===== config.mk =====
export PLATFORM = sky130hd
export DESIGN_NAME = stopwatch_core
export DESIGN_NICKNAME = d
export VERILOG_FILES = /design/src/rtl/stopwatch_pkg.sv /design/src/rtl/stopwatch_bcd_digit.sv /design/src/rtl/stopwatch_core.sv
export SDC_FILE = /design/constraint.sdc
export NUM_CORES = 1
export LEC_CHECK = 0
export ABC_AREA = 1
export CAP_MARGIN = 20
export CORE_MARGIN = 2
export CORE_UTILIZATION = 55
export CTS_CLUSTER_SIZE = 8
export DETAILED_ROUTE_END_ITERATION = 8
export GPL_TIMING_DRIVEN = 0
export MAX_ROUTING_LAYER = met4
export PLACE_DENSITY_LB_ADDON = 0.08
export SETUP_SLACK_MARGIN = 0.5
export SLEW_MARGIN = 5
export SYNTH_ARGS = -nofsm -noshare
export SYNTH_HDL_FRONTEND = slang
export SYNTH_SLANG_ARGS = --single-unit

===== constraint.sdc =====
create_clock -name clk -period 2.85 [get_ports clk]
set_input_delay 0.285 -clock clk [delete_from_list [all_inputs] [get_ports clk]]
set_output_delay 0.285 -clock clk [all_outputs]
set_load 0.01 [all_outputs]

===== src/rtl/stopwatch_pkg.sv =====
// stopwatch_pkg
// Shared types and constants for the BCD stopwatch/countdown core.
//   state_t  : run/pause FSM states
//   BCD_W    : bits per decade
//   BCD_MAX  : largest legal BCD digit
//   BCD_MIN  : smallest legal BCD digit
//   bcd_sat(): clamps a 4-bit value to a legal BCD digit
package stopwatch_pkg;

    localparam int BCD_W = 4;
    localparam logic [BCD_W-1:0] BCD_MAX = 4'd9;
    localparam logic [BCD_W-1:0] BCD_MIN = 4'd0;

    typedef enum logic [1:0] {
        ST_IDLE  = 2'd0,
        ST_RUN   = 2'd1,
        ST_PAUSE = 2'd2,
        ST_DONE  = 2'd3
    } state_t;

    function automatic logic [BCD_W-1:0] bcd_sat(input logic [BCD_W-1:0] d);
        return (d > BCD_MAX) ? BCD_MAX : d;
    endfunction

endpackage


===== src/rtl/stopwatch_bcd_digit.sv =====
// bcd_digit
// One BCD decade of the stopwatch count. Loads (with saturation to 9),
// increments or decrements when enabled, and reports its terminal value so
// the parent can ripple carry/borrow into the next decade.
// Ports:
//   i_clk, i_rst   : clock, async active-high reset
//   i_en           : step this decade on the next edge
//   i_dn           : 1 = decrement, 0 = increment
//   i_load         : take i_load_val (clamped) on the next edge
//   i_load_val     : raw load digit
//   o_q            : current digit
//   o_tc           : digit is at its wrap point (9 counting up, 0 counting down)
module bcd_digit
    import stopwatch_pkg::*;
(
    input  logic             i_clk,
    input  logic             i_rst,
    input  logic             i_en,
    input  logic             i_dn,
    input  logic             i_load,
    input  logic [BCD_W-1:0] i_load_val,
    output logic [BCD_W-1:0] o_q,
    output logic             o_tc
);

    logic [BCD_W-1:0] r_q;

    always_ff @(posedge i_clk or posedge i_rst) begin
        if (i_rst) begin
            r_q <= BCD_MIN;
        end else if (i_load) begin
            r_q <= bcd_sat(i_load_val);
        end else if (i_en) begin
            if (i_dn) begin
                r_q <= (r_q == BCD_MIN) ? BCD_MAX : r_q - 4'd1;
            end else begin
                r_q <= (r_q == BCD_MAX) ? BCD_MIN : r_q + 4'd1;
            end
        end
    end

    assign o_q  = r_q;
    assign o_tc = i_dn ? (r_q == BCD_MIN) : (r_q == BCD_MAX);

endmodule


===== src/rtl/stopwatch_core.sv =====
// stopwatch_core
// BCD stopwatch / countdown timer. Counts directly in BCD over NUM_DIGITS
// decades, one step every TICK_DIV clocks while running.
// Build option: define STOPWATCH_LAP_EN to include the lap-hold register on
// the display path; without it lap is ignored and lap_hold is 0.
// Ports:
//   clk      : system clock
//   clr      : async active-high reset
//   go       : start / pause / resume / acknowledge pulse
//   mode     : 0 count up, 1 count down (taken when leaving IDLE)
//   load     : copy preset into the count (IDLE and PAUSE only)
//   preset   : BCD load value, digit 0 in the LSBs
//   lap      : toggle lap hold (RUN only)
//   digits   : BCD value to display
//   running  : FSM in RUN
//   done     : FSM in DONE
//   ovf      : one-cycle pulse when an up-count wraps to zero
//   lap_hold : digits frozen on the lap register
module stopwatch_core
    import stopwatch_pkg::*;
#(
    parameter int NUM_DIGITS = 4,
    parameter int TICK_DIV   = 1_000_000
) (
    input  logic                  clk,
    input  logic                  clr,
    input  logic                  go,
    input  logic                  mode,
    input  logic                  load,
    input  logic [4*NUM_DIGITS-1:0] preset,
    input  logic                  lap,
    output logic [4*NUM_DIGITS-1:0] digits,
    output logic                  running,
    output logic                  done,
    output logic                  ovf,
    output logic                  lap_hold
);

    localparam int CW = BCD_W * NUM_DIGITS;
    localparam int PW = $clog2(TICK_DIV);
    localparam logic [PW-1:0] PRESC_LAST = PW'(TICK_DIV - 1);

    state_t          r_state;
    logic            r_mode;
    logic [PW-1:0]   r_presc;
    logic            r_running;
    logic            r_done;
    logic            r_ovf;

    logic                  w_step;
    logic                  w_load;
    logic                  w_final;
    logic                  w_start_zero;
    logic [NUM_DIGITS:0]   w_en;
    logic [NUM_DIGITS-1:0] w_tc;
    logic [CW-1:0]         w_count;

    assign w_step = (r_state == ST_RUN) && (r_presc == PRESC_LAST);
    assign w_load = load && ((r_state == ST_IDLE) || (r_state == ST_PAUSE));

    // The step that brings a down-count from ...01 to all-zero ends the run.
    assign w_final = w_step && r_mode && (w_count == CW'(1));

    // Zero check for a down start looks at the value the count will hold
    // after this edge, so load+go with a zero preset also goes straight to DONE.
    assign w_start_zero = w_load ? (preset == '0) : (w_count == '0);

    // Ripple enable: a decade steps when every lower decade is at its wrap
    // point. w_en[NUM_DIGITS] is the carry/borrow out of the top decade.
    always_comb begin
        w_en    = '0;
        w_en[0] = w_step;
        for (int k = 0; k < NUM_DIGITS; k++) begin
            w_en[k+1] = w_en[k] & w_tc[k];
        end
    end

    for (genvar g = 0; g < NUM_DIGITS; g++) begin : g_digit
        bcd_digit u_digit (
            .i_clk      (clk),
            .i_rst      (clr),
            .i_en       (w_en[g]),
            .i_dn       (r_mode),
            .i_load     (w_load),
            .i_load_val (preset[g*BCD_W +: BCD_W]),
            .o_q        (w_count[g*BCD_W +: BCD_W]),
            .o_tc       (w_tc[g])
        );
    end

    always_ff @(posedge clk or posedge clr) begin
        if (clr) begin
            r_state   <= ST_IDLE;
            r_mode    <= 1'b0;
            r_presc   <= '0;
            r_running <= 1'b0;
            r_done    <= 1'b0;
            r_ovf     <= 1'b0;
        end else begin
            r_ovf <= w_en[NUM_DIGITS] && !r_mode;
            case (r_state)
                ST_IDLE: begin
                    r_presc <= '0;
                    if (go) begin
                        r_mode <= mode;
                        if (mode && w_start_zero) begin
                            r_state <= ST_DONE;
                            r_done  <= 1'b1;
                        end else begin
                            r_state   <= ST_RUN;
                            r_running <= 1'b1;
                        end
                    end
                end
                ST_RUN: begin
                    r_presc <= (r_presc == PRESC_LAST) ? '0 : r_presc + PW'(1);
                    if (w_final) begin
                        r_state   <= ST_DONE;
                        r_running <= 1'b0;
                        r_done    <= 1'b1;
                    end else if (go) begin
                        r_state   <= ST_PAUSE;
                        r_running <= 1'b0;
                    end
                end
                ST_PAUSE: begin
                    if (go) begin
                        r_state   <= ST_RUN;
                        r_running <= 1'b1;
                    end
                end
                ST_DONE: begin
                    r_presc <= '0;
                    if (go) begin
                        r_state <= ST_IDLE;
                        r_done  <= 1'b0;
                    end
                end
                default: begin
                    r_state   <= ST_IDLE;
                    r_running <= 1'b0;
                    r_done    <= 1'b0;
                end
            endcase
        end
    end

    assign running = r_running;
    assign done    = r_done;
    assign ovf     = r_ovf;

`ifdef STOPWATCH_LAP_EN
    logic          r_lap_hold;
    logic [CW-1:0] r_lap;

    always_ff @(posedge clk or posedge clr) begin
        if (clr) begin
            r_lap_hold <= 1'b0;
            r_lap      <= '0;
        end else if (r_state == ST_RUN) begin
            if (w_final) begin
                r_lap_hold <= 1'b0;
            end else if (lap) begin
                r_lap_hold <= !r_lap_hold;
                if (!r_lap_hold) begin
                    r_lap <= w_count;
                end
            end
        end else if (r_state == ST_DONE) begin
            r_lap_hold <= 1'b0;
        end
    end

    assign digits   = r_lap_hold ? r_lap : w_count;
    assign lap_hold = r_lap_hold;
`else
    logic w_unused_lap;
    assign w_unused_lap = lap;
    assign digits       = w_count;
    assign lap_hold     = 1'b0;
`endif

endmodule


-- Yosys cells after proc, flatten, opt, wreduce, memory -nomap -nowiden
Cells that the tools add are included.
- bits in registers: 42
- latch bits: 0
- RAM bits: 0
- ROM bits: 0
- input bits: 22
- output and inout bits: 20
- word-level logic and storage cells: 118
- memories: 0
- add/sub/neg operators: 9
- $mul: 0
- div/mod/pow operators: 0
- $lt $le $gt $ge: 4
- equal/unequal tests: 16
- shift-type cells: 0
- multiplexer cells: 48
- bitwise gates (word level): 4
- reductions and logical operators: 27
- operator list (kind ; number):
    $mux 4 ; 24
    $pmux 20 s2 ; 1
    $logic_not 16->1 ; 2
    $add 20x1->20 const B ; 1
    $eq 20x20->1 const B ; 1
    $mux 20 ; 1
    $add 4x1->4 const B ; 4
    $eq 16x1->1 const B ; 1
    $eq 4x4->1 const B ; 4
    $gt 4x4->1 const B ; 4
    $logic_not 4->1 ; 4
    $sub 4x1->4 const B ; 4
    $mux 1 ; 13
    $mux 2 ; 6
    $ne 2x2->1 const B ; 5
    $reduce_and 5->1 ; 2
    $reduce_bool 2->1 ; 5
    $pmux 2 s4 ; 1
    $logic_and 1x1->1 ; 6
    $pmux 1 s3 ; 2
    $reduce_bool 3->1 ; 2
    $and 1x1->1 ; 4
    $eq 2x2->1 const B ; 2
    $reduce_and 4->1 ; 1
    8 further kinds ; 8

-- Longest topological paths before layout
- depth in word-level cells: 8
- mapped depth: 13
- depth with buffers taken out: 13

-- Hierarchy
From an unflattened synthesis, not the netlist that was laid out.
- cell total of the unflattened synthesis: 544
- area total of the unflattened synthesis: 3383.2 µm²
- modules (own cells, without submodules) (module ; times used ; cells an instance ; area each (µm²) ; seq. area each (µm²)):
    stopwatch_core ; 1 ; 284 ; 1946.9 ; 650.6
    bcd_digit ; 4 ; 65 ; 359.1 ; 100.1

-- Worst setup path after synthesis
No wires, ideal clock.
- path type: register to register
- start point: reg r_state[0]
- end point: reg g_digit[1].u_digit.r_q[3]
- library setup time: 119 ps
- data arrival time: 1632 ps
- data required time: 2731 ps
- path slack: 1099 ps
- cell stages (with the launch flop): 10
- path buffers: 1
- clock period less this slack: 1751 ps
- cell sequence: dfrtp_1 -> inv_1 -> ha_1 -> nor2_1 -> nor2_1 -> inv_1 -> clkbuf_1 -> nand2_1 -> o21ai_0 -> o21a_1
- longest elaborated chain between the ends: 4
- elaborated cells between the ends (all ways): 9
- those cells by class: eq/ne (2); mux (1); bitwise (1); reduce/logical (5)
- RTL lines (item ; RTL line ; source):
    from (decl) ; stopwatch_core.sv:43 ; state_t r_state;
    from (signal assigned) ; stopwatch_core.sv:93 ; r_state <= ST_IDLE;
    from (signal assigned) ; stopwatch_core.sv:107 ; r_state <= ST_DONE;
    from (signal assigned) ; stopwatch_core.sv:110 ; r_state <= ST_RUN;
    $eq 2x1->1 (tied with other cells) ; stopwatch_core.sv:58 ; assign w_step = (r_state == ST_RUN) && (r_presc == PRESC_LAST);
    $logic_and 1x1->1 / $logic_or 1x1->1 (equally long branches) ; stopwatch_core.sv:58, stopwatch_core.sv:59 ;
    $and 1x1->1 / $logic_and 1x1->1 (equally long branches) ; stopwatch_core.sv:74, stopwatch_core.sv:59 ;
    $reduce_bool 2->1 (no source line) / $mux 4 (equally long branches) ; n/a ;
    to (signal assigned) ; stopwatch_bcd_digit.sv:32 ; r_q <= bcd_sat(i_load_val);
    to (signal assigned) ; stopwatch_bcd_digit.sv:35 ; r_q <= (r_q == BCD_MIN) ? BCD_MAX : r_q - 4'd1;
    to (signal assigned) ; stopwatch_bcd_digit.sv:37 ; r_q <= (r_q == BCD_MAX) ? BCD_MIN : r_q + 4'd1;
    to (decl) ; stopwatch_bcd_digit.sv:26 ; logic [BCD_W-1:0] r_q;
Parallel ways exist; a longest one is shown, timed or not.
A chain may end at the register's enable or synchronous reset.

-- Worst setup path in the final report
- start point: reg r_state[0]
- end point: reg r_presc[17]
- longest elaborated chain between the ends: 3
- elaborated cells between the ends (all ways): 6
- those cells by class: eq/ne (2); mux (1); reduce/logical (3)
- RTL lines (item ; RTL line ; source):
    $eq 2x2->1 / $logic_not 2->1 (equally long branches) ; stopwatch_core.sv:101 ; case (r_state)
    $reduce_or 2->1 (no source line) ; n/a ;
    $pmux 20 s2 / $reduce_bool 2->1 (equally long branches) ; n/a ;
    to (signal assigned) ; stopwatch_core.sv:116 ; r_presc <= (r_presc == PRESC_LAST) ? '0 : r_presc + PW'(1);
    to (decl) ; stopwatch_core.sv:45 ; logic [PW-1:0] r_presc;
Parallel ways exist; a longest one is shown, timed or not.

==> key figures <==
Detailed routing
  – Via count: 3,315
  – Routed WL: 7.93 mm
  – Routed len/inst: roughly 13 µm
  – Vias per std cell: 5.59
  – Initial DRC Count: 255
  – # DRC: 0
  – Antenna Nets Post-Route: 0
  – DRT Pass-1 Iters: 5

Timing
  – Fmax: 462 MHz
  – Tcrit/Tclk final: 76.0%
  – Final TNS setup: 0 ns
  – Unrepaired setup endpoints after global routing: false
  – Post-route setup slack: 0.684 ns
  – Fin crit period: 2.17 ns
  – Number of hold violations in the final report: 0
  – Min Hold Slack: roughly 0.25 ns
  – Setup Skew: ~0.011 ns
  – Final Max Tran Viols: 0
  – Max_slew headroom: 64.5%
  – Final setup violation count: 0
  – Tightest Pin Transition: 0.533 ns

Clocking
  – Post_cts resized: 0
  – Clock transition at the registers of the reported paths: 0.09 ns
  – Setup Fix Bufs, Post-CTS: 0
  – Clk Latency, worst-skew pair: ~0.30 ns
  – Clk sinks: 42
  – H-tree depth: 2
  – Clock root buffer: clkbuf_8
  – Hold-fix buffers, CTS: 0
  – CTS tree: built
  – CTS Buffer Depth: 2
  – Inserted Clock Buffers: 5

Worst setup path
  – CP Data Required Time: 3.05 ns
  – Critical Path AT: between 2 and 2.5 ns
  – Slowest Stage Delay on Critical Path: 0.46 ns
  – Setup crit start kind: flip-flop
  – Critical path type: flip-flop to flip-flop
  – CP max-delay cell: dfrtp_1
  – Worst path cell trace: inv_1 > ha_1 > clkbuf_2 > inv_1 > clkbuf_1 > nand3_1 > xor2_1 > nor2_1
  – Most frequent CP cell: inv_1
  – Max FO, Critical Path: 10
  – Crit. End Element: flip-flop

Placed design
  – Placed Area: between 3000 and 4000 µm²
  – Number of buffers added on ports: 39
  – Post-DP HPWL: 6.04 mm
  – Routability cong.: 0.905
  – Placement Setup Slack: 0.671 ns

Final layout
  – Multi-input gate area in the final layout: 1830 µm²
  – FF/Latch Area: 1050 µm²
  – Most frequent cells in the layout: nand2_1, nor2_1, inv_1, nand3_1, dfrtp_1
  – ANT cells: 0
  – Design area: 3770 µm²
  – Fill cells: 496
  – Ratio of cells with drive above 1 in the final layout: 8.06%
  – Commonest non-fill, non-tap cell in the layout: nand2_1
  – Area Overhead vs Synth: 19.6%
  – Fin nets: 550

Synth
  – Sequential share of the synthesized area: 33.3%
  – Cells after synthesis: 473
  – Ys Warns: 0
  – Syn avg cell area: 6.67 µm²
  – Synthesized cell area: 3150 µm²
  – Yosys reg bits: 42
  – Post-synth top area share: 33.3%
  – Main synth FF type: dfrtp_1
  – Synth unique cells: 41
  – Ys async rst share: between 90% and 100%
  – Post-synth top area cell: dfrtp_1
  – Area contributors post-synth: dfrtp_1, nand2_1, nor2_1
  – Synth Net Count: 503
  – Number of synthesized flops with an enable pin: 0

Global routing
  – Congestion Overflow GR: 0
  – Vias in the first global route: 2,949
  – Initial antenna violation count: 0
  – Total track usage: 27.3%
  – Largest net degree at the start of global routing: 30
  – First-pass GRT wire length: 13.4 mm

Run
  – Max_cap viols: 0

Pwr
  – Pwr/cell area: a little under 900 nW/µm²
  – VDD IR max: 574 µV
  – Tot Pwr: roughly 3.3 mW
  – Leakage: 1.79 nW

Outcome
  – Status: completed

Floorplanning
  – DIE WIDTH: 79.7 µm
  – # rows: 27
  – Die ar.: around 6400 µm²
  – Core ar.: 5510 µm²
  – Die height: 79.7 µm
  – IO Pins: 42
  – Starting density of the core: 57.3%

Worst hold path
  – HP Class: input pin to async pin
-- layer usage --
metal	wire length (µm)	share of wire (%)	track usage [%]
met4	95	1.2	7.29
met5	0	0	-
met3	556	7.0	4.30
met2	3500	44	39.8
met1	3780	48	39.7
-- final timing paths --
check                           startpoint                         to  slack (ns)  cells after the start
max in group asynchronous              clr  g_digit[3].u_digit.o_q[0]        2.13                      3
min in group clk                   running                    running        0.48                      2
worst min register to register     running                    running        0.48                      2
worst max register to register  r_state[0]                r_presc[17]        0.68                      8
worst min-delay path                   clr                r_presc[16]        0.25                      2
worst max-delay path            r_state[0]                r_presc[17]        0.68                      8
-- metrics by stage --
stage	cells	util, %
detailed placement	585	66.4
global placement	584	66.0
CTS	593	68.4
floorplan	473	-
global route	593	68.5
finish	593	68.5
-- area by class of cell --
cell class / count / area share, %
multi-input cells: 362 / 48.5
flip-flops and latches: 42 / 27.9
repair buffers: 40 / 10.9
inverters: 56 / 5.57
well taps: 72 / 2.39
clock buffers: 6 / 1.92
plain buffers: 13 / 1.86
clock inverters: 2 / 0.995
-- registers in the layout, summed over array words and instances (netlist names) --
| register | flops |
|---|---|
| done | 1 |
| g_digit.u_digit.o_q | 16 |
| ovf | 1 |
| r_mode | 1 |
| r_presc | 20 |
| r_state | 2 |
| running | 1 |
-- synthesized netlist by cell type (8+ instances only) --
cell / count
nand2_1: 108
a21oi_1: 15
dfrtp_1: 42
inv_1: 52
ha_1: 8
nor2_1: 67
xor2_1: 10
nor3_1: 13
o21ai_0: 41
nand3_1: 47
-- power breakdown --
group          internal [mW]  leakage, nW  total [mW]  switching, mW
Clock                  0.262       0.0514       0.482          0.221
Sequential             0.753        0.546       0.993          0.240
Combinational          0.734         1.19        1.83           1.10
-- logic make-up after synthesis --
| kind of cell | synth area share [%] |
|---|---|
| flip-flops | 33.3 |
| XOR/XNOR | 2.78 |
| buffers and inverters | 8.77 |
| AO/OA/AOI/OAI | 13.3 |
| adder cells (fa/ha/maj) | 3.17 |
| AND/OR/NAND/NOR | 38.6 |
| other | 0.119 |
-- critical path: cells and delay by family (launching register included) --
| kind | cells | cell delay [ns] |
|---|---|---|
| AND/OR/NAND/NOR | 2 | 0.21 |
| adder cells (fa/ha/maj) | 1 | 0.26 |
| XOR/XNOR | 1 | 0.15 |
| buffers and inverters | 4 | 0.97 |
| flip-flops | 1 | 0.46 |
(Power assumes the default switching activity.)
